[src/rtl/bk_bus_pkg.sv]
// bk_bus_pkg: shared definitions for vm1 bus responders on the CPU side of
// bkcore (timer, keyboard, roll).
//   - bus_st_e     : responder FSM state encoding
//   - OFS_*        : word offsets from a block's base address
//   - CB_*         : timer control register bit indices
//   - psel_div()   : prescaler divisor table, PRESCALE_BASE x {1,4,16,64}
package bk_bus_pkg;

  typedef enum logic [1:0] {
    ST_IDLE  = 2'd0,
    ST_WAIT  = 2'd1,
    ST_REPLY = 2'd2,
    ST_MISS  = 2'd3
  } bus_st_e;

  localparam logic [1:0] OFS_RELOAD = 2'd0;
  localparam logic [1:0] OFS_COUNT  = 2'd1;
  localparam logic [1:0] OFS_CTRL   = 2'd2;

  localparam int CB_RUN     = 0;
  localparam int CB_ONESHOT = 1;
  localparam int CB_EXP     = 2;
  localparam int CB_IE      = 3;
  localparam int CB_PSEL    = 4;  // two bits, 5:4
  localparam int CB_EXTSEL  = 6;

  function automatic logic [31:0] psel_div(input logic [1:0] psel,
                                           input logic [31:0] base);
    case (psel)
      2'd0:    return base;
      2'd1:    return base << 2;
      2'd2:    return base << 4;
      default: return base << 6;
    endcase
  endfunction

endpackage

[src/rtl/bk_bus_slave_fsm.sv]
// bk_bus_slave_fsm: generic SYNC/DIN/DOUT/RPLY responder for a block of
// NWORDS consecutive words at BASE_ADDR.
// Ports:
//   clk, rst_n        clock, async active-low reset
//   sync/din/dout/wtbt/addr   vm1 bus inputs
//   rdata             read data from the owning block (sampled on capture)
//   data_o, rply      bus read data / reply
//   sel               latched address hit
//   word_idx          latched address as a word index from BASE_ADDR
//   rd_strobe         one-cycle read capture strobe (REPLY entry with din)
//   wr_commit         one-cycle write commit (REPLY entry with dout, no din)
//   byte_en           byte lanes for the commit: 11 word, 01 low, 10 high
module bk_bus_slave_fsm
  import bk_bus_pkg::*;
#(
  parameter logic [15:0] BASE_ADDR   = 16'o177706,
  parameter int          NWORDS      = 3,
  parameter int          WAIT_STATES = 0
) (
  input  logic        clk,
  input  logic        rst_n,
  input  logic        sync,
  input  logic        din,
  input  logic        dout,
  input  logic        wtbt,
  input  logic [15:0] addr,
  input  logic [15:0] rdata,
  output logic [15:0] data_o,
  output logic        rply,
  output logic        sel,
  output logic [1:0]  word_idx,
  output logic        rd_strobe,
  output logic        wr_commit,
  output logic [1:0]  byte_en
);

  localparam int WSW = 3;

  bus_st_e        st;
  logic           sync_d;
  logic [WSW-1:0] wcnt;
  logic           lane_hi;
  logic [14:0]    ofs_now;
  logic           hit_now;
  logic           serve;

  // Addresses below the base wrap to a large offset and miss.
  assign ofs_now = addr[15:1] - BASE_ADDR[15:1];
  assign hit_now = (ofs_now < 15'(NWORDS));

  // rply=0 in REPLY means the cycle has not been served yet; this makes
  // the strobes fire exactly once per bus cycle.
  assign serve     = (st == ST_REPLY) && sync && !rply;
  assign rd_strobe = serve && din;
  assign wr_commit = serve && dout && !din;
  assign byte_en   = wtbt ? (lane_hi ? 2'b10 : 2'b01) : 2'b11;

  always_ff @(posedge clk or negedge rst_n) begin
    if (!rst_n) begin
      st       <= ST_IDLE;
      sync_d   <= 1'b0;
      wcnt     <= '0;
      lane_hi  <= 1'b0;
      sel      <= 1'b0;
      word_idx <= '0;
      rply     <= 1'b0;
      data_o   <= '0;
    end else begin
      sync_d <= sync;
      case (st)
        ST_IDLE: begin
          if (sync && !sync_d) begin
            sel      <= hit_now;
            word_idx <= ofs_now[1:0];
            lane_hi  <= addr[0];
            wcnt     <= WSW'(WAIT_STATES);
            st       <= hit_now ? ST_WAIT : ST_MISS;
          end
        end
        ST_WAIT: begin
          if (!sync)          st   <= ST_IDLE;
          else if (wcnt == 0) st   <= ST_REPLY;
          else                wcnt <= wcnt - 1'b1;
        end
        ST_REPLY: begin
          if (!sync) begin
            st     <= ST_IDLE;
            rply   <= 1'b0;
            data_o <= '0;
          end else if (!rply && (din || dout)) begin
            rply <= 1'b1;
            if (din) data_o <= rdata;
          end
        end
        ST_MISS: begin
          if (!sync) st <= ST_IDLE;
        end
        default: st <= ST_IDLE;
      endcase
    end
  end

endmodule

[src/rtl/bk_timer_resp.sv]
// bk_timer_resp: vm1 bus responder for the system programmable timer
// (reload at BASE_ADDR, counter at +2, control at +4).
// Ports:
//   m_clock, reset_n    clock, async active-low reset
//   sync/din/dout/wtbt  bus handshake inputs; addr, data_i address/write data
//   data_o, rply, sel   read data, reply, latched address hit
//   irq                 registered EXP & IE
//   ext_tick            external tick input, only with BK_TIMER_EXTCLK_EN
// Control: bit0 RUN, bit1 ONESHOT, bit2 EXP (write 0 clears), bit3 IE,
//          bits5:4 PSEL, bit6 EXTSEL (only with BK_TIMER_EXTCLK_EN).
module bk_timer_resp
  import bk_bus_pkg::*;
#(
  parameter logic [15:0] BASE_ADDR     = 16'o177706,
  parameter int          WAIT_STATES   = 0,
  parameter logic [31:0] PRESCALE_BASE = 32
) (
  input  logic        m_clock,
  input  logic        reset_n,
  input  logic        sync,
  input  logic        din,
  input  logic        dout,
  input  logic        wtbt,
  input  logic [15:0] addr,
  input  logic [15:0] data_i,
`ifdef BK_TIMER_EXTCLK_EN
  input  logic        ext_tick,
`endif
  output logic [15:0] data_o,
  output logic        rply,
  output logic        sel,
  output logic        irq
);

  logic [1:0]  widx;
  logic        rd_strobe, wr_commit;
  logic [1:0]  be;
  logic [15:0] rdata, ctrl_rd, reload_wr;
  logic [15:0] reload_q, cnt_q;
  logic        run_q, oneshot_q, exp_q, ie_q;
  logic [1:0]  psel_q;
  logic [31:0] presc_q, div;
  logic        presc_hit, tick, expire;
  logic        wr_reload, wr_ctrl, wr_ctrl_lo;

  bk_bus_slave_fsm #(
    .BASE_ADDR  (BASE_ADDR),
    .NWORDS     (3),
    .WAIT_STATES(WAIT_STATES)
  ) u_fsm (
    .clk      (m_clock),
    .rst_n    (reset_n),
    .sync     (sync),
    .din      (din),
    .dout     (dout),
    .wtbt     (wtbt),
    .addr     (addr),
    .rdata    (rdata),
    .data_o   (data_o),
    .rply     (rply),
    .sel      (sel),
    .word_idx (widx),
    .rd_strobe(rd_strobe),
    .wr_commit(wr_commit),
    .byte_en  (be)
  );

  assign wr_reload  = wr_commit && (widx == OFS_RELOAD);
  assign wr_ctrl    = wr_commit && (widx == OFS_CTRL);
  assign wr_ctrl_lo = wr_ctrl && be[0];  // every control bit lives in the low byte
  assign reload_wr  = {be[1] ? data_i[15:8] : reload_q[15:8],
                       be[0] ? data_i[7:0]  : reload_q[7:0]};

  assign div       = psel_div(psel_q, PRESCALE_BASE);
  assign presc_hit = (presc_q == div - 32'd1);

`ifdef BK_TIMER_EXTCLK_EN
  logic       extsel_q;
  logic [2:0] ext_sr;
  logic       ext_pulse;

  // Two-flop synchroniser plus one stage for rising-edge detect.
  always_ff @(posedge m_clock or negedge reset_n) begin
    if (!reset_n) ext_sr <= '0;
    else          ext_sr <= {ext_sr[1:0], ext_tick};
  end
  assign ext_pulse = ext_sr[1] & ~ext_sr[2];
  assign tick      = run_q && (extsel_q ? ext_pulse : presc_hit);

  always_ff @(posedge m_clock or negedge reset_n) begin
    if (!reset_n)        extsel_q <= 1'b0;
    else if (wr_ctrl_lo) extsel_q <= data_i[CB_EXTSEL];
  end
`else
  assign tick = run_q && presc_hit;
`endif

  assign expire = tick && (cnt_q == 16'd0);

  always_comb begin
    ctrl_rd               = '0;
    ctrl_rd[CB_RUN]       = run_q;
    ctrl_rd[CB_ONESHOT]   = oneshot_q;
    ctrl_rd[CB_EXP]       = exp_q;
    ctrl_rd[CB_IE]        = ie_q;
    ctrl_rd[CB_PSEL+:2]   = psel_q;
`ifdef BK_TIMER_EXTCLK_EN
    ctrl_rd[CB_EXTSEL]    = extsel_q;
`endif
  end

  // Read data is only presented on the capture cycle; the FSM holds it.
  always_comb begin
    rdata = '0;
    if (rd_strobe) begin
      case (widx)
        OFS_RELOAD: rdata = reload_q;
        OFS_COUNT:  rdata = cnt_q;
        OFS_CTRL:   rdata = ctrl_rd;
        default:    rdata = '0;
      endcase
    end
  end

  always_ff @(posedge m_clock or negedge reset_n) begin
    if (!reset_n) begin
      reload_q  <= '0;
      cnt_q     <= 16'hFFFF;
      run_q     <= 1'b0;
      oneshot_q <= 1'b0;
      exp_q     <= 1'b0;
      ie_q      <= 1'b0;
      psel_q    <= '0;
      presc_q   <= '0;
      irq       <= 1'b0;
    end else begin
      irq <= exp_q & ie_q;

      if (!run_q || wr_ctrl || presc_hit) presc_q <= '0;
      else                                presc_q <= presc_q + 32'd1;

      // Reload changes only matter at the next wrap; nothing copies it early.
      if (wr_reload) reload_q <= reload_wr;

      // A written RUN value beats a one-shot expiry clearing it.
      if (wr_ctrl_lo) begin
        run_q     <= data_i[CB_RUN];
        oneshot_q <= data_i[CB_ONESHOT];
        ie_q      <= data_i[CB_IE];
        psel_q    <= data_i[CB_PSEL+:2];
      end else if (expire && oneshot_q) begin
        run_q <= 1'b0;
      end

      // Start (RUN 0->1) and ticking are exclusive: ticks need RUN=1.
      if (wr_ctrl_lo && data_i[CB_RUN] && !run_q)
        cnt_q <= reload_q;
      else if (tick)
        cnt_q <= (cnt_q != 16'd0) ? cnt_q - 16'd1 : (oneshot_q ? 16'd0 : reload_q);

      // Expiry set wins over a same-cycle clearing write.
      if (expire)                             exp_q <= 1'b1;
      else if (wr_ctrl_lo && !data_i[CB_EXP]) exp_q <= 1'b0;
    end
  end

endmodule

[config.mk]
export PLATFORM = sky130hd
export DESIGN_NAME = bk_timer_resp
export DESIGN_NICKNAME = d
export VERILOG_FILES = /design/src/rtl/bk_bus_pkg.sv /design/src/rtl/bk_bus_slave_fsm.sv /design/src/rtl/bk_timer_resp.sv
export SDC_FILE = /design/constraint.sdc
export NUM_CORES = 1
export LEC_CHECK = 0
export CAP_MARGIN = 5
export CORE_ASPECT_RATIO = 1.75
export CORE_MARGIN = 1
export CORE_UTILIZATION = 55
export CTS_CLUSTER_SIZE = 10
export DETAILED_ROUTE_END_ITERATION = 12
export PLACE_DENSITY = 0.78
export SKIP_LAST_GASP = 1
export SLEW_MARGIN = 5
export SYNTH_ARGS = -nofsm -noshare
export SYNTH_HDL_FRONTEND = slang
export SYNTH_SLANG_ARGS = --single-unit
[constraint.sdc]
create_clock -name m_clock -period 2.51 [get_ports m_clock]
set_input_delay 0.753 -clock m_clock [delete_from_list [all_inputs] [get_ports m_clock]]
set_output_delay 0.753 -clock m_clock [all_outputs]
set_load 0.05 [all_outputs]
# Word level (Yosys, flattened, before mapping)

Cells that the tools add are included.

Add/subtract/negate cells: 5
Order comparisons: 1
Equality and inequality tests: 15
Multiplexer cells: 29
Bitwise gates (word level): 1
Reductions and logical operators: 42

Operators with widths:

| operator                 | count |
|---|---|
| $mux W16                 | 8 |
| $pmux W16 S3             | 1 |
| $pmux W12 S3             | 1 |
| $add A32 B1 Y32 const B  | 1 |
| $eq A32 B32 Y1           | 1 |
| $mux W32                 | 1 |
| $sub A32 B1 Y32 const B  | 1 |
| $logic_and A1 B1 Y1      | 16 |
| $logic_not A16 Y1        | 1 |
| $reduce_bool A16 Y1      | 1 |
| $sub A16 B1 Y16 const B  | 1 |
| $lt A15 B2 Y1 const B    | 1 |
| $sub A15 B15 Y15 const B | 1 |
| $mux W2                  | 7 |
| $mux W3                  | 3 |
| $eq A2 B2 Y1 const B     | 4 |
| $reduce_and A2 Y1        | 4 |
| $reduce_bool A2 Y1       | 4 |
| $eq A2 B1 Y1 const B     | 3 |
| $logic_not A2 Y1         | 3 |
| $mux W1                  | 6 |
| $ne A2 B1 Y1 const B     | 3 |
| $ne A2 B2 Y1 const B     | 3 |
| $pmux W2 S3              | 1 |
| other kinds (10)         | 17 |

Register bits after elaboration: 98
Bits of input ports: 38
Output and inout bits: 19
Word-level logic and storage cells: 111

# Depth between registers and ports, before layout

Depth after elaboration: 10
Mapped depth: 10
Mapped depth without buffers: 7

# Hierarchy

From an unflattened synthesis, not the netlist that was laid out.

Cell total of the unflattened synthesis: 592
Area, all modules: 5698.0 um^2

By module, submodules not included:

| module           | instances | cells each | area each (um^2) | seq. area each (um^2) |
|---|---|---|---|---|
| bk_timer_resp    | 1         | 431        | 4301.6           | 1796.7 |
| bk_bus_slave_fsm | 1         | 161        | 1396.3           | 675.6 |

# Worst setup path before layout

OpenSTA, ideal clock, no wires.

Kind: reg-to-reg
From: reg psel_q[1]
To: reg cnt_q[1]
Setup time: 0.082 ns
Arrival time: 2.130 ns
Required time: 2.428 ns
Setup slack: 0.297 ns
Stages on the path, launching flop included: 9
Buffers on the path: 1
Period minus slack after synthesis: 2.213 ns
Cells stage by stage: dfrtp_1 or2_2 ha_1 xor2_1 and4_1 nand4_4 and2_4 buf_6 mux2_4

Longest elaborated chain between the ends: 6
Elaborated cells on any way between the ends: 8
Classes of those cells: add/sub: 1; eq/ne: 3; mux: 1; reduce/logical: 3

Ends and longest elaborated chain:

| what                                  | line                 | RTL |
|---|---|---|
| start: declaration                    | bk_timer_resp.sv:41  | `logic [1:0] psel_q;` |
| start signal: assignment              | bk_timer_resp.sv:150 | `psel_q <= data_i[CB_PSEL+:2];` |
| $eq A2 B2 Y1 (tied with other cells)  | bk_bus_pkg.sv:29     | `case (psel)` |
| $pmux W12 S3 *                        | bk_bus_pkg.sv:29     |  |
| $sub A32 B1 Y32 *                     | bk_timer_resp.sv:75  | `assign presc_hit = (presc_q == div - 32'd1);` |
| $eq A32 B32 Y1 *                      | bk_timer_resp.sv:75  |  |
| $logic_and A1 B1 Y1 *                 | bk_timer_resp.sv:95  | `assign tick = run_q && presc_hit;` |
| $reduce_bool A2 Y1 (no source line) * | n/a                  |  |
| end signal: assignment                | bk_timer_resp.sv:157 | `cnt_q <= reload_q;` |
| end signal: assignment                | bk_timer_resp.sv:159 | `cnt_q <= (cnt_q != 16'd0) ? cnt_q - 16'd1 : (oneshot_q ? 16'd0 : reload_q);` |
| end: declaration                      | bk_timer_resp.sv:39  | `logic [15:0] reload_q, cnt_q;` |

Mark *: on every way between the ends. The rest lies on a longest branch, timed or not.
A chain may end at the register's enable or synchronous reset.

# Final worst setup path

From: in addr[1]
To: reg u_fsm.sel

Longest elaborated chain between the ends: 2

Ends and longest elaborated chain:

| what                   | line                   | RTL |
|---|---|---|
| start: declaration     | bk_timer_resp.sv:24    | `input logic [15:0] addr,` |
| $sub A15 B15 Y15       | bk_bus_slave_fsm.sv:48 | `assign ofs_now = addr[15:1] - BASE_ADDR[15:1];` |
| $lt A15 B2 Y1          | bk_bus_slave_fsm.sv:49 | `assign hit_now = (ofs_now < 15'(NWORDS));` |
| end signal: assignment | bk_bus_slave_fsm.sv:73 | `sel <= hit_now;` |
| end: declaration       | bk_bus_slave_fsm.sv:30 | `output logic sel,` |

Every way passes these cells.

==> results.py <==
metrics = {
    "setup_path": {
        "crit_path_frequent_cell": "buf_4",
        "slowest_delay_ps": 440,
        "crit_fanout": 4,
        "crit_path_cell_trace": "clkdlybuf4s50_1, buf_4, a2111oi_2, buf_4, nor3_1, o31ai_1, o2111a_1, a31o_2",
        "crit_path_end_kind": "register",
        "reg2reg_depth": 7,
        "critPathLaunchType": "primary input",
        "arrival_ps": 2720,
        "crit_slowest_cell": "clkdlybuf4s50_1",
        "worst-setup-path-type": "primary input to register",
        "worstPathRequired_ps": 2800,
    },
    "timing": {
        "fin_tns_setup_ps": 0,
        "min_period_ps": 2430,
        "hold_ws_ps": 341,
        "slew_violations": 0,
        "tightest_slew_ps": 516,
        "finalClockSkew_ps": 7.53,
        "hold_violations": 0,
        "setup_violations": 0,
        "fin_crit_sh_pct": 96.8,
        "fmax_mhz": 412,
        "slew_headroom_pct": 65.4,
    },
    "floorplan": {
        "rows": 47,
        "fp.dieW_um": 76.4,
        "initial_core_util_pct": 56.6,
        "io_pins": 57,
        "die_h_um": 132,
        "core_um2": 9410,
        "dieArea_um2": 10100,
    },
    "clock_tree": {
        "path_clk_slew_ps": 60,
        "cts.sinks": 98,
        "cts-root-buf": "clkbuf_16",
        "cts.path.max_buffers": 2,
        "cts_buffers": 9,
        "clk_latency_ps": 350,
        "cts_tree": "yes",
        "htreeDepth": 3,
    },
    "synthesis": {
        "yosysTopAreaCellShare_pct": 38.5,
        "synth_top_family_by_area": "simple AND/OR/NAND/NOR gates",
        "syn_area_um2": 5330,
        "synthMuxAreaShare_pct": 8.10,
        "synthesis.nets": 590,
        "synth-seq-cells": 98,
        "synth_most_common_cell": "dfrtp_1",
        "yosysWarnings": 0,
        "synth_compound_area_share_pct": 13.4,
        "synth_top_flop_cell": "dfrtp_1",
        "synth_commonest_cells": "dfrtp_1 (82), nor2_1 (55), nand2_1 (53), inv_1 (30), o21ai_0 (25)",
        "syn_avg_cell_area_um2": 9.78,
        "synthSimpleGateAreaFrac_pct": 20.9,
        "synth_top_area_cell": "dfrtp_1",
        "synthXorXnorAreaFrac_pct": 5.75,
        "syn_inst": 545,
        "synth.area.top_cells": "dfrtp_1 (38%), dfstp_2 (7.9%), mux2_2 (4.4%), nor2_1 (3.9%), nand2_1 (3.7%)",
        "async_reset_ff_share_pct": 100,
        "seq_area_frac_synth_pct": 46.4,
        "synth_fa_ha_area_share_pct": 1.64,
        "synth_cell_type_count": 58,
        "synth_edf_count": 0,
    },
    "drt": {
        "wl_per_cell_um": 17.8,
        "drt-pass1-iter-count": 7,
        "antenna_left": 0,
        "routed_wl_mm": 13.3,
        "viasPerCell": 6.10,
        "route.detailed.drc": 0,
        "drt_iter0_drc": 327,
        "vias": 4572,
    },
    "pwr": {
        "p_per_area_nw_per_um2": 621,
        "peakVddDrop_mv": 0.448,
        "p_leak_nw": 2.71,
        "total_power_w": 0.00406,
    },
    "cells_and_area": {
        "fin_util_pct": 69.5,
        "drive_gt1_share_pct": 15.3,
        "area_growth_pct": 22.7,
        "regArea_um2": 2470,
        "multi_input_comb_area_um2": 2660,
        "num-nets-final": 667,
        "fill_cells": 725,
        "antenna_cells": 0,
    },
    "global_route": {
        "grt_usage_pct": 28.0,
        "grtUsageMet3_pct": 4.22,
        "grt_use_met2_pct": 52.6,
        "grt_pass1_wl_mm": 22.5,
        "grt_pass1_vias": 4858,
        "grt-ovfl-total": 0,
        "antenna_found_initial": 0,
        "grt_busiest_layer": "met2",
        "grt_max_degree": 48,
        "met1_usage_pct": 28.3,
    },
    "worst_hold_path": {
        "min_path_type": "primary input to async pin",
    },
    "flow_run": {
        "cap_violations": 0,
    },
    "placement": {
        "place_congestion": 0.867,
        "dp_hpwl_mm": 9.62,
        "io_buffers": 56,
    },
    "status": {
        "outcome": "complete, no violations",
    },
}
where the power goes:
part | switching [W] | leakage, nW | internal (W)
sequential | 0.000155 | 1.29 | 0.00171
combinational | 0.000444 | 1.27 | 0.000360
clock | 0.000566 | 0.150 | 0.000824
total | 0.00117 | 2.71 | 0.00290
metrics by stage:
stage | cells | setup WS (ps) | instance area (µm²)
2_1_floorplan | 545 | 297 | 5330
3_3_place_gp | 733 | -186 | 6230
3_5_place_dp | 733 | -258 | 6230
4_1_cts | 749 | 108 | 6530
5_1_grt | 749 | -62.5 | 6540
6_report | 749 | 81.4 | 6540
path summary, 6_finish.rpt:
path	start	to	slack (ps)
setup / recovery	addr[1]	u_fsm.sel$_DFFE_PN0P_	80
hold / removal	reset_n	irq$_DFF_PN0_	340
setup reg to reg	psel_q[1]$_DFFE_PN0N_	cnt_q[1]$_DFFE_PN1P_	210
hold reg to reg	presc_q[0]$_DFF_PN0_	presc_q[0]$_DFF_PN0_	470
max in group asynchronous	reset_n	cnt_q[10]$_DFFE_PN1P_	1480
min in group m_clock	presc_q[0]$_DFF_PN0_	presc_q[0]$_DFF_PN0_	470
flip-flops by register name, summed over array words and instances (netlist names), 2 cells and up:
signal	count
u_fsm.data_o	16
psel_q	2
cnt_q	16
u_fsm.st	2
reload_q	16
u_fsm.wcnt	3
presc_q	32
u_fsm.word_idx	2
worst max-delay path: cells and delay by family:
kind                   cells  cell delay (ps)
AND/OR/NAND/NOR            1               50
AO/OA/AOI/OAI              4             1110
buffers and inverters      3              800
layer usage:
metal / up-vias / routed length [µm] / part of all wire, %
met5: - / 0 / 0
met4: 0 / 645 / 4.8
met3: 55 / 401 / 3.0
met2: 144 / 7320 / 55
met1: 2251 / 4940 / 37
li1: 2122 / - / -
what timing repair did:
item	in CTS	in global routing
hold buffers	0	0
setup endpoints to repair	0	2
setup buffers	0	0
resized for setup	0	1
cell type report:
cell class / count / share of cell area, %
Multi-Input combinational cell: 398 / 40.7
Sequential cell: 98 / 37.8
Timing Repair Buffer: 85 / 12.8
Clock buffer: 13 / 3.98
Tap cell: 122 / 2.33
Inverter: 30 / 1.72
Clock inverter: 3 / 0.612
cell families after synthesis:
family,count (synthesis)
simple gates,214
compound gates,102
flops,98
buf+inv,49
mux,40
xor+xnor,35
fa+ha+maj,7
cells in the final DEF, fill, tap and decap left out, types with 3 or more instances in the layout:
master | Yosys | routed
nand4_1 | 13 | 13
a32oi_1 | 9 | 9
o22ai_1 | 15 | 15
xor2_1 | 16 | 16
xnor2_1 | 19 | 19
dfstp_2 | 16 | 16
a2bb2oi_1 | 5 | 5
a21oi_1 | 8 | 8
clkdlybuf4s50_1 | 0 | 55
nand2_1 | 53 | 53
buf_4 | 0 | 25
nor3_1 | 16 | 16
nor2_1 | 55 | 55
o21ai_0 | 25 | 25
a22oi_1 | 12 | 12
or4_1 | 3 | 3
nand3_1 | 14 | 14
ha_1 | 7 | 7
or2_2 | 3 | 3
dfrtp_1 | 82 | 82
and4_1 | 10 | 10
clkbuf_16 | 0 | 9
buf_12 | 0 | 5
a22o_1 | 9 | 9
a21oi_2 | 3 | 3
and3_1 | 7 | 7
mux2_2 | 21 | 21
nor2b_1 | 6 | 6
mux2i_1 | 18 | 18
nor4_1 | 10 | 10
inv_1 | 30 | 30
nand2b_1 | 6 | 6
(Power assumes the default switching activity.)
